`src/rtl/cmp_arbiter.sv`:
```
// Four-requester arbiter sharing one 4-bit magnitude comparator (IDLE -> CMP -> RSP).
// Define CMP_ARB_RR_EN for round-robin arbitration; otherwise the lowest index wins.
module cmp_arbiter (
  input  logic        clk,
  input  logic        rst,
  input  logic [3:0]  req,
  input  logic [15:0] DinA_bus,
  input  logic [15:0] DinB_bus,
  output logic [3:0]  gnt,
  output logic        busy,
  output logic        rsp_valid,
  output logic [1:0]  rsp_id,
  output logic        less,
  output logic        equal,
  output logic        greater
);

  typedef enum logic [1:0] {StIdle, StCmp, StRsp} state_e;

  state_e     state_q;
  logic [3:0] op_a_q;
  logic [3:0] op_b_q;
  logic [1:0] win;

`ifdef CMP_ARB_RR_EN
  logic [1:0] ptr_q;

  // Walk from the farthest offset down so the requester nearest the pointer wins.
  always_comb begin
    win = '0;
    for (int k = 3; k >= 0; k--) begin
      if (req[ptr_q + 2'(k)]) win = ptr_q + 2'(k);
    end
  end

  always_ff @(posedge clk) begin
    if (rst) begin
      ptr_q <= '0;
    end else if (state_q == StIdle && req != 4'b0000) begin
      ptr_q <= win + 2'd1;
    end
  end
`else
  always_comb begin
    win = '0;
    for (int k = 3; k >= 0; k--) begin
      if (req[k]) win = 2'(k);
    end
  end
`endif

  always_ff @(posedge clk) begin
    if (rst) begin
      state_q   <= StIdle;
      op_a_q    <= '0;
      op_b_q    <= '0;
      gnt       <= '0;
      rsp_valid <= 1'b0;
      rsp_id    <= '0;
      less      <= 1'b0;
      equal     <= 1'b0;
      greater   <= 1'b0;
    end else begin
      unique case (state_q)
        StIdle: begin
          if (req != 4'b0000) begin
            op_a_q  <= DinA_bus[{win, 2'b00} +: 4];
            op_b_q  <= DinB_bus[{win, 2'b00} +: 4];
            rsp_id  <= win;
            gnt     <= 4'b0001 << win;
            state_q <= StCmp;
          end
        end
        StCmp: begin
          less      <= op_a_q < op_b_q;
          equal     <= op_a_q == op_b_q;
          greater   <= op_a_q > op_b_q;
          rsp_valid <= 1'b1;
          gnt       <= '0;
          state_q   <= StRsp;
        end
        StRsp: begin
          rsp_valid <= 1'b0;
          state_q   <= StIdle;
        end
        default: state_q <= StIdle;
      endcase
    end
  end

  assign busy = (state_q != StIdle);

endmodule

```
`config.mk`:
```
export PLATFORM = sky130hd
export DESIGN_NAME = cmp_arbiter
export DESIGN_NICKNAME = d
export VERILOG_FILES = /design/src/rtl/cmp_arbiter.sv
export SDC_FILE = /design/constraint.sdc
export NUM_CORES = 1
export LEC_CHECK = 0
export CAP_MARGIN = 20
export CORE_MARGIN = 8
export CORE_UTILIZATION = 29
export CTS_BUF_LIST = sky130_fd_sc_hd__clkbuf_2 sky130_fd_sc_hd__clkbuf_4 sky130_fd_sc_hd__clkbuf_8
export CTS_CLUSTER_SIZE = 10
export DETAILED_ROUTE_END_ITERATION = 7
export PLACE_DENSITY_LB_ADDON = 0.1
export RECOVER_POWER = 50
export REMOVE_ABC_BUFFERS = 1
export SLEW_MARGIN = 20
export SYNTH_ARGS = -nofsm -noshare
export SYNTH_HDL_FRONTEND = slang
export SYNTH_SLANG_ARGS = --single-unit
```
`constraint.sdc`:
```
create_clock -name clk -period 1.6 [get_ports clk]
set_input_delay 0.16 -clock clk [delete_from_list [all_inputs] [get_ports clk]]
set_output_delay 0.16 -clock clk [all_outputs]
set_load 0.1 [all_outputs]
```
==> out/results.ini, run 1 <==
[routing]
ant_nets=0
wl_per_cell_um=14.35
drcViolationCount=0
drtIter0Drc=30
vias=1306
wirelength_um=3874
dr.pass1.iters=4
via_per_inst=4.837

[synthesis]
synth_top_area_share_pct=28.93
synth-seq-area-share_pct=28.93
synthTopCellsByArea=dfxtp_1, ha_1, mux2i_1
ys_ff_latch=20
avgSynthCellArea_um2=8.928
ys.flop_type=dfxtp_1
yosys.cell_types.count=41
synth_area_leader_cell=dfxtp_1
synthArstFlopShare_pct=0
syn_area_mm2=0.001384
syn_inst=155
synth_edf_count=0
ys_warn_count=0

[global_route]
grt_overflow_total=0
grt_pass1_vias=1407
grt_max_degree=27
grt_usage_pct=10.84
antenna_found_initial=0
grt_pass1_wl_um=6437

[setup_path]
endpoint_kind=flop
arrival_ps=1730
worstPathMaxFanout=7
critical_path.cell_chain=clkdlybuf4s50_1, buf_4, nor2b_2, buf_12, a22oi_1, o221a_1, a211oi_2
cp.required_ps=1790
startpoint=req[1]
cp_slowest_cell=clkdlybuf4s50_1
reg2reg_from=state_q[0]
startpoint_type=input port
path_buf_inv=3
slowest_delay_ps=500
critical-path-top-delay-family=buffers and inverters
critPathKind=input port to flop

[cts]
cts.sinks=20
cts_setup_buffers=0
clkTransAtPathRegs_ps=80
hold_buffers=0
cts-root-buf=clkbuf_8
clkLatencyLatePin_ps=260
clk_path_buf_depth=2
cts_tree=done
cts-buffers-inserted=3
cts_max_level=1

[floorplan]
core-area_mm2=0.004661
fp.dieArea_mm2=0.007239
io_pins=49
die_w_um=85.08
initial_core_util_pct=29.69
die_h_um=85.08
std_cell_rows=25

[timing]
period_needed_ps=1544
timing.hold.ws_ps=475.5
tightest_slew_ps=544.7
skew_ps=3.482
setup_violations=0
finalCritPeriodShare_pct=96.51
drv_slew=0
finalSetupTns_ps=0
max_freq_mhz=647.6
hold_viol_final=0
max_slew_margin_pct=63.57

[job]
cap_violations=0

[placement]
port_buffers=48
globalplace.congestion=0.7499
dpl_cell_area_mm2=0.002121
hpwlAfterDp_um=3163

[final_layout]
antennaDiodeCount=0
final_nets=263
areaGrowthSynthToFinish_pct=48.55
final_area_mm2=0.002056
final_layout_size_suffix_gt1_share_pct=25.00
fill_cells=456

[power]
pwr-share-seq_pct=31.6
power.net_switching_mw=0.6542
vdd_ir_drop_max_mv=0.5836
p_leak_nw=0.8419
power_density_mw_per_mm2=901.7
combPwrFrac_pct=41.1
clkPwrFrac_pct=27.3
p_sw_share_pct=35.29
p_int_mw=1.200

[status]
status=finished, final reports clean

[min_path]
hold_class=flop to flop
hold_path_startpoint=less

==> cells in the mapped netlist, drive strengths merged (3+ instances only) <==
cell	n
dfxtp	20
o21ai	3
a21oi	5
ha	8
a22oi	10
buf	9
inv	8
nand2	8
mux2i	9
a211oi	8
clkbuf	3
o221a	7
nor2b	12
nor2	24
==> through the flow <==
| stage | setup WS, ps | cells | power (mW) | util, % |
|---|---|---|---|---|
| after floorplan | -192.9 | 143 | 1.072 | - |
| after global placement | -156.0 | 266 | 1.437 | 45.50 |
| after detailed placement | -185.3 | 266 | 1.449 | 45.50 |
| after CTS | 29.20 | 270 | 1.968 | 47.14 |
| after global routing | -14.47 | 270 | 1.963 | 44.11 |
| final | 55.82 | 270 | 1.854 | 44.11 |
==> power by group through the flow <==
stage	combinational [mW]	sequential (mW)	clock, mW
2_1_floorplan	0.304	0.768	0
3_3_place_gp	0.826	0.611	0
3_5_place_dp	0.838	0.611	0
4_1_cts	0.845	0.600	0.523
5_1_grt	0.823	0.595	0.545
6_report	0.762	0.585	0.507
==> worst register-to-register path, stage by stage (launching register included) <==
cell and delay (ps):
dfxtp_1 330, inv_1 60, ha_1 250, buf_4 180, and2_1 180, buf_4 160, a22oi_1 180, nor2_1 60
==> cell type report <==
type	instances	area, um^2	share of cell area (%)
repair buffers	69	610.6	29.70
well taps	54	67.56	3.287
inverters	8	32.53	1.582
clock inverters	1	30.03	1.461
multi-input cells	115	873.3	42.48
flip-flops and latches	20	400.4	19.48
clock buffers	3	41.29	2.009
==> state kept, by name (all words and copies together), names as in the netlist <==
register	count
less	1
op_b_q	4
rsp_id	2
op_a_q	4
greater	1
state_q	2
rsp_valid	1
equal	1
gnt	4
==> placed cells by master (no fill, tap or decap), types with 2 or more instances in the layout <==
cell type and count:
inv_1 7, clkbuf_2 10, mux2_2 2, mux2i_1 9
clkbuf_8 3, nor3_1 2, a22oi_1 8, buf_12 2
o221a_1 7, o21ai_0 2, clkdlybuf4s50_1 36, a22oi_2 2
buf_4 20, o21ba_2 2, nor2b_1 11, dfxtp_1 20
ha_1 8, nand2_1 8, a211oi_2 7, nor2_1 23
a21oi_1 5
==> layer usage <==
| layer | global-route usage (%) | routed length [um] | vias up | part of all wire (%) |
|---|---|---|---|---|
| met1 | 11.15 | 1617 | 603 | 42 |
| met3 | 3.764 | 210 | 2 | 5.4 |
| met5 | 0 | 0 | - | 0 |
| met2 | 20.81 | 2032 | 25 | 52 |
| met4 | 1.456 | 13 | 0 | 0.34 |
| li1 | - | - | 676 | - |
==> cell families after synthesis <==
kind of cell / count (synthesis) / synth area share, %
buffers and inverters: 20 / 8.952
AO/OA/AOI/OAI: 42 / 27.22
AND/OR/NAND/NOR: 54 / 19.53
flip-flops: 20 / 28.93
multiplexers: 11 / 8.138
adder cells (fa/ha/maj): 8 / 7.234
==> path summary, 6_finish.rpt <==
path	end	slack, ps	cells after the start
worst max-delay path	op_b_q[2]	60	7
worst min-delay path	less	480	2
worst max register to register	gnt[3]	90	7
worst min register to register	less	480	2
==> what timing repair did <==
item / 4_1_cts / 5_1_grt
setup endpoints to repair: 8 / 6
resized for setup: 1 / 1
gates cloned: 0 / 0
pin swaps: 0 / 0
Note: power is estimated with default switching activity, not from simulation.
==> run 2: changes to the inputs <==
PLACE_DENSITY_LB_ADDON = not set   (was 0.1)
==> run 2 against run 1 <==
Count of clock-buffer cells in the layout stayed put. Final area is 0.43% higher. Register-to-register slack better by 20 ps. Highest routed layer unchanged.
==> out/results.ini, run 2 (same netlist as run 1, synthesis figures left out) <==
[status]
status=finished, final reports clean  ; unchanged

[floorplan]
core-area_mm2=0.004661  ; unchanged
fp.dieArea_mm2=0.007239  ; unchanged
io_pins=49  ; unchanged
die_w_um=85.08  ; unchanged
initial_core_util_pct=29.69  ; unchanged
die_h_um=85.08  ; unchanged
std_cell_rows=25  ; unchanged

[timing]
setup_violations=0  ; unchanged
rsz0062_at_grt=false
skew_ps=4.879  ; was 3.482 ps
max_slew_margin_pct=63.21  ; was 63.57%
hold_viol_final=0  ; unchanged
tightest_slew_ps=554.2  ; was 544.7 ps
drv_slew=0  ; unchanged
finalCritPeriodShare_pct=93.29  ; was 96.51%
max_freq_mhz=670.0  ; was 647.6 MHz
period_needed_ps=1493  ; was 1544 ps

[placement]
hpwlAfterDp_um=3078  ; was 3163 um
globalplace.congestion=0.7453  ; was 0.7499
port_buffers=48  ; unchanged
dpl_cell_area_mm2=0.002116  ; was 0.002121 mm^2

[final_layout]
final_nets=264  ; was 263
areaGrowthSynthToFinish_pct=49.19  ; was 48.55%
final_util_pct=44.30  ; was 44.11%
regArea_um2=401.6  ; was 400.4 um^2
multiInputGateArea_um2=880.8  ; was 873.3 um^2
final_layout_size_suffix_gt1_share_pct=26.73  ; was 25.00%
final_area_mm2=0.002064  ; was 0.002056 mm^2
reg_top3=gnt (4), op_a_q (4), op_b_q (4)  ; unchanged
mostFrequentLayoutCell=clkdlybuf4s50_1  ; unchanged
final_cell_mix=clkdlybuf4s50_1, nor2_1, buf_4  ; was clkdlybuf4s50_1, nor2_1, dfxtp_1, buf_4, nor2b_1
fill_cells=479  ; was 456
antennaDiodeCount=0  ; unchanged

[power]
clkPwrFrac_pct=27.3  ; about the same
combPwrFrac_pct=41.0  ; was 41.1%
power_density_mw_per_mm2=899.8  ; was 901.7 mW/mm^2
p_sw_share_pct=35.41  ; was 35.29%
p_int_mw=1.200  ; about the same
p_leak_nw=0.8629  ; was 0.8419 nW
vdd_ir_drop_max_mv=0.3938  ; was 0.5836 mV
power.net_switching_mw=0.6578  ; was 0.6542 mW
pwr-share-seq_pct=31.6  ; about the same

[cts]
clkLatencyLatePin_ps=260  ; about the same
cts_tree=done  ; unchanged
clkTransAtPathRegs_ps=80  ; about the same
cts.sinks=20  ; unchanged
cts-buffers-inserted=3  ; unchanged
cts_max_level=1  ; unchanged
clk_path_buf_depth=2  ; unchanged
cts-root-buf=clkbuf_8  ; unchanged

[routing]
dr.pass1.iters=4  ; unchanged
wl_per_cell_um=13.85  ; was 14.35 um
wirelength_um=3753  ; was 3874 um
ant_nets=0  ; unchanged
drtIter0Drc=86  ; was 30
vias=1320  ; was 1306
drcViolationCount=0  ; unchanged
via_per_inst=4.871  ; was 4.837

[global_route]
grt_pass1_vias=1400  ; was 1407
grt_overflow_total=0  ; unchanged
antenna_found_initial=0  ; unchanged
grt_pass1_wl_um=6368  ; was 6437 um
grt_max_degree=23  ; was 27
grt_usage_pct=10.87  ; was 10.84%

[setup_path]
startpoint_type=flop  ; was input port
critPathKind=flop to flop  ; was input port to flop
endpoint_kind=flop  ; unchanged
cp.required_ps=1760  ; was 1790 ps
worstPathMaxFanout=7  ; unchanged
arrival_ps=1650  ; was 1730 ps

[min_path]
hold_class=input port to flop  ; was flop to flop

[job]
cap_violations=0  ; unchanged

-- run 2: cell type report --
class / instances / share of cell area, %
clock buffers: 3 / 2.000
clock inverters: 1 / 1.455
inverters: 8 / 1.576
multi-input cells: 115 / 42.67
flip-flops and latches: 20 / 19.45
well taps: 54 / 3.273
repair buffers: 70 / 29.58
-- run 2: final timing paths --
path,slack (ps),endpoint,start,cells past startpoint
setup / recovery,110,gnt[3],state_q[0],7
setup reg to reg,110,gnt[3],state_q[0],7
hold / removal,450,rsp_id[1],req[2],4
hold reg to reg,470,less,less,2
-- run 2: power groups by stage --
stage | clock, mW | sequential, mW | combinational (mW)
6_report | 0.508 | 0.588 | 0.762
5_1_grt | 0.537 | 0.595 | 0.825
4_1_cts | 0.520 | 0.601 | 0.841
3_5_place_dp | 0 | 0.613 | 0.835
3_3_place_gp | 0 | 0.612 | 0.826
2_1_floorplan | 0 | 0.768 | 0.304
-- run 2: worst max-delay path: stages, from the launching register on --
cell	delay, ps
dfxtp_2	350
inv_1	60
ha_1	240
buf_4	180
and2_1	180
buf_4	160
a22oi_1	180
nor2_1	50
-- run 2: layer usage --
| metal | vias up | part of all wire, % | global-route usage [%] |
|---|---|---|---|
| li1 | 679 | - | - |
| met2 | 22 | 50 | 19.03 |
| met1 | 615 | 45 | 12.23 |
| met4 | 0 | 1.8 | 5.340 |
| met5 | - | 0 | 0 |
| met3 | 4 | 2.9 | 2.124 |
-- run 2: metrics by stage --
stage	total power, mW	TNS (ps)	hold slack [ps]	cells	setup slack, ps
floorplan	1.072	-1377	224.6	143	-192.9
CTS	1.962	0	508.7	271	54.24
detailed placement	1.447	-1789	496.1	267	-179.8
finish	1.858	0	451.3	271	107.4
global route	1.957	0	505.8	271	14.56
global placement	1.438	-1531	491.5	267	-153.1
-- run 2: what timing repair did --
item                       in CTS  in global routing
gates resized for setup         1                  6
setup endpoints to repair       8                  2
setup buffers                   0                  0
hold endpoints to repair        0                  0
hold buffers                    0                  0
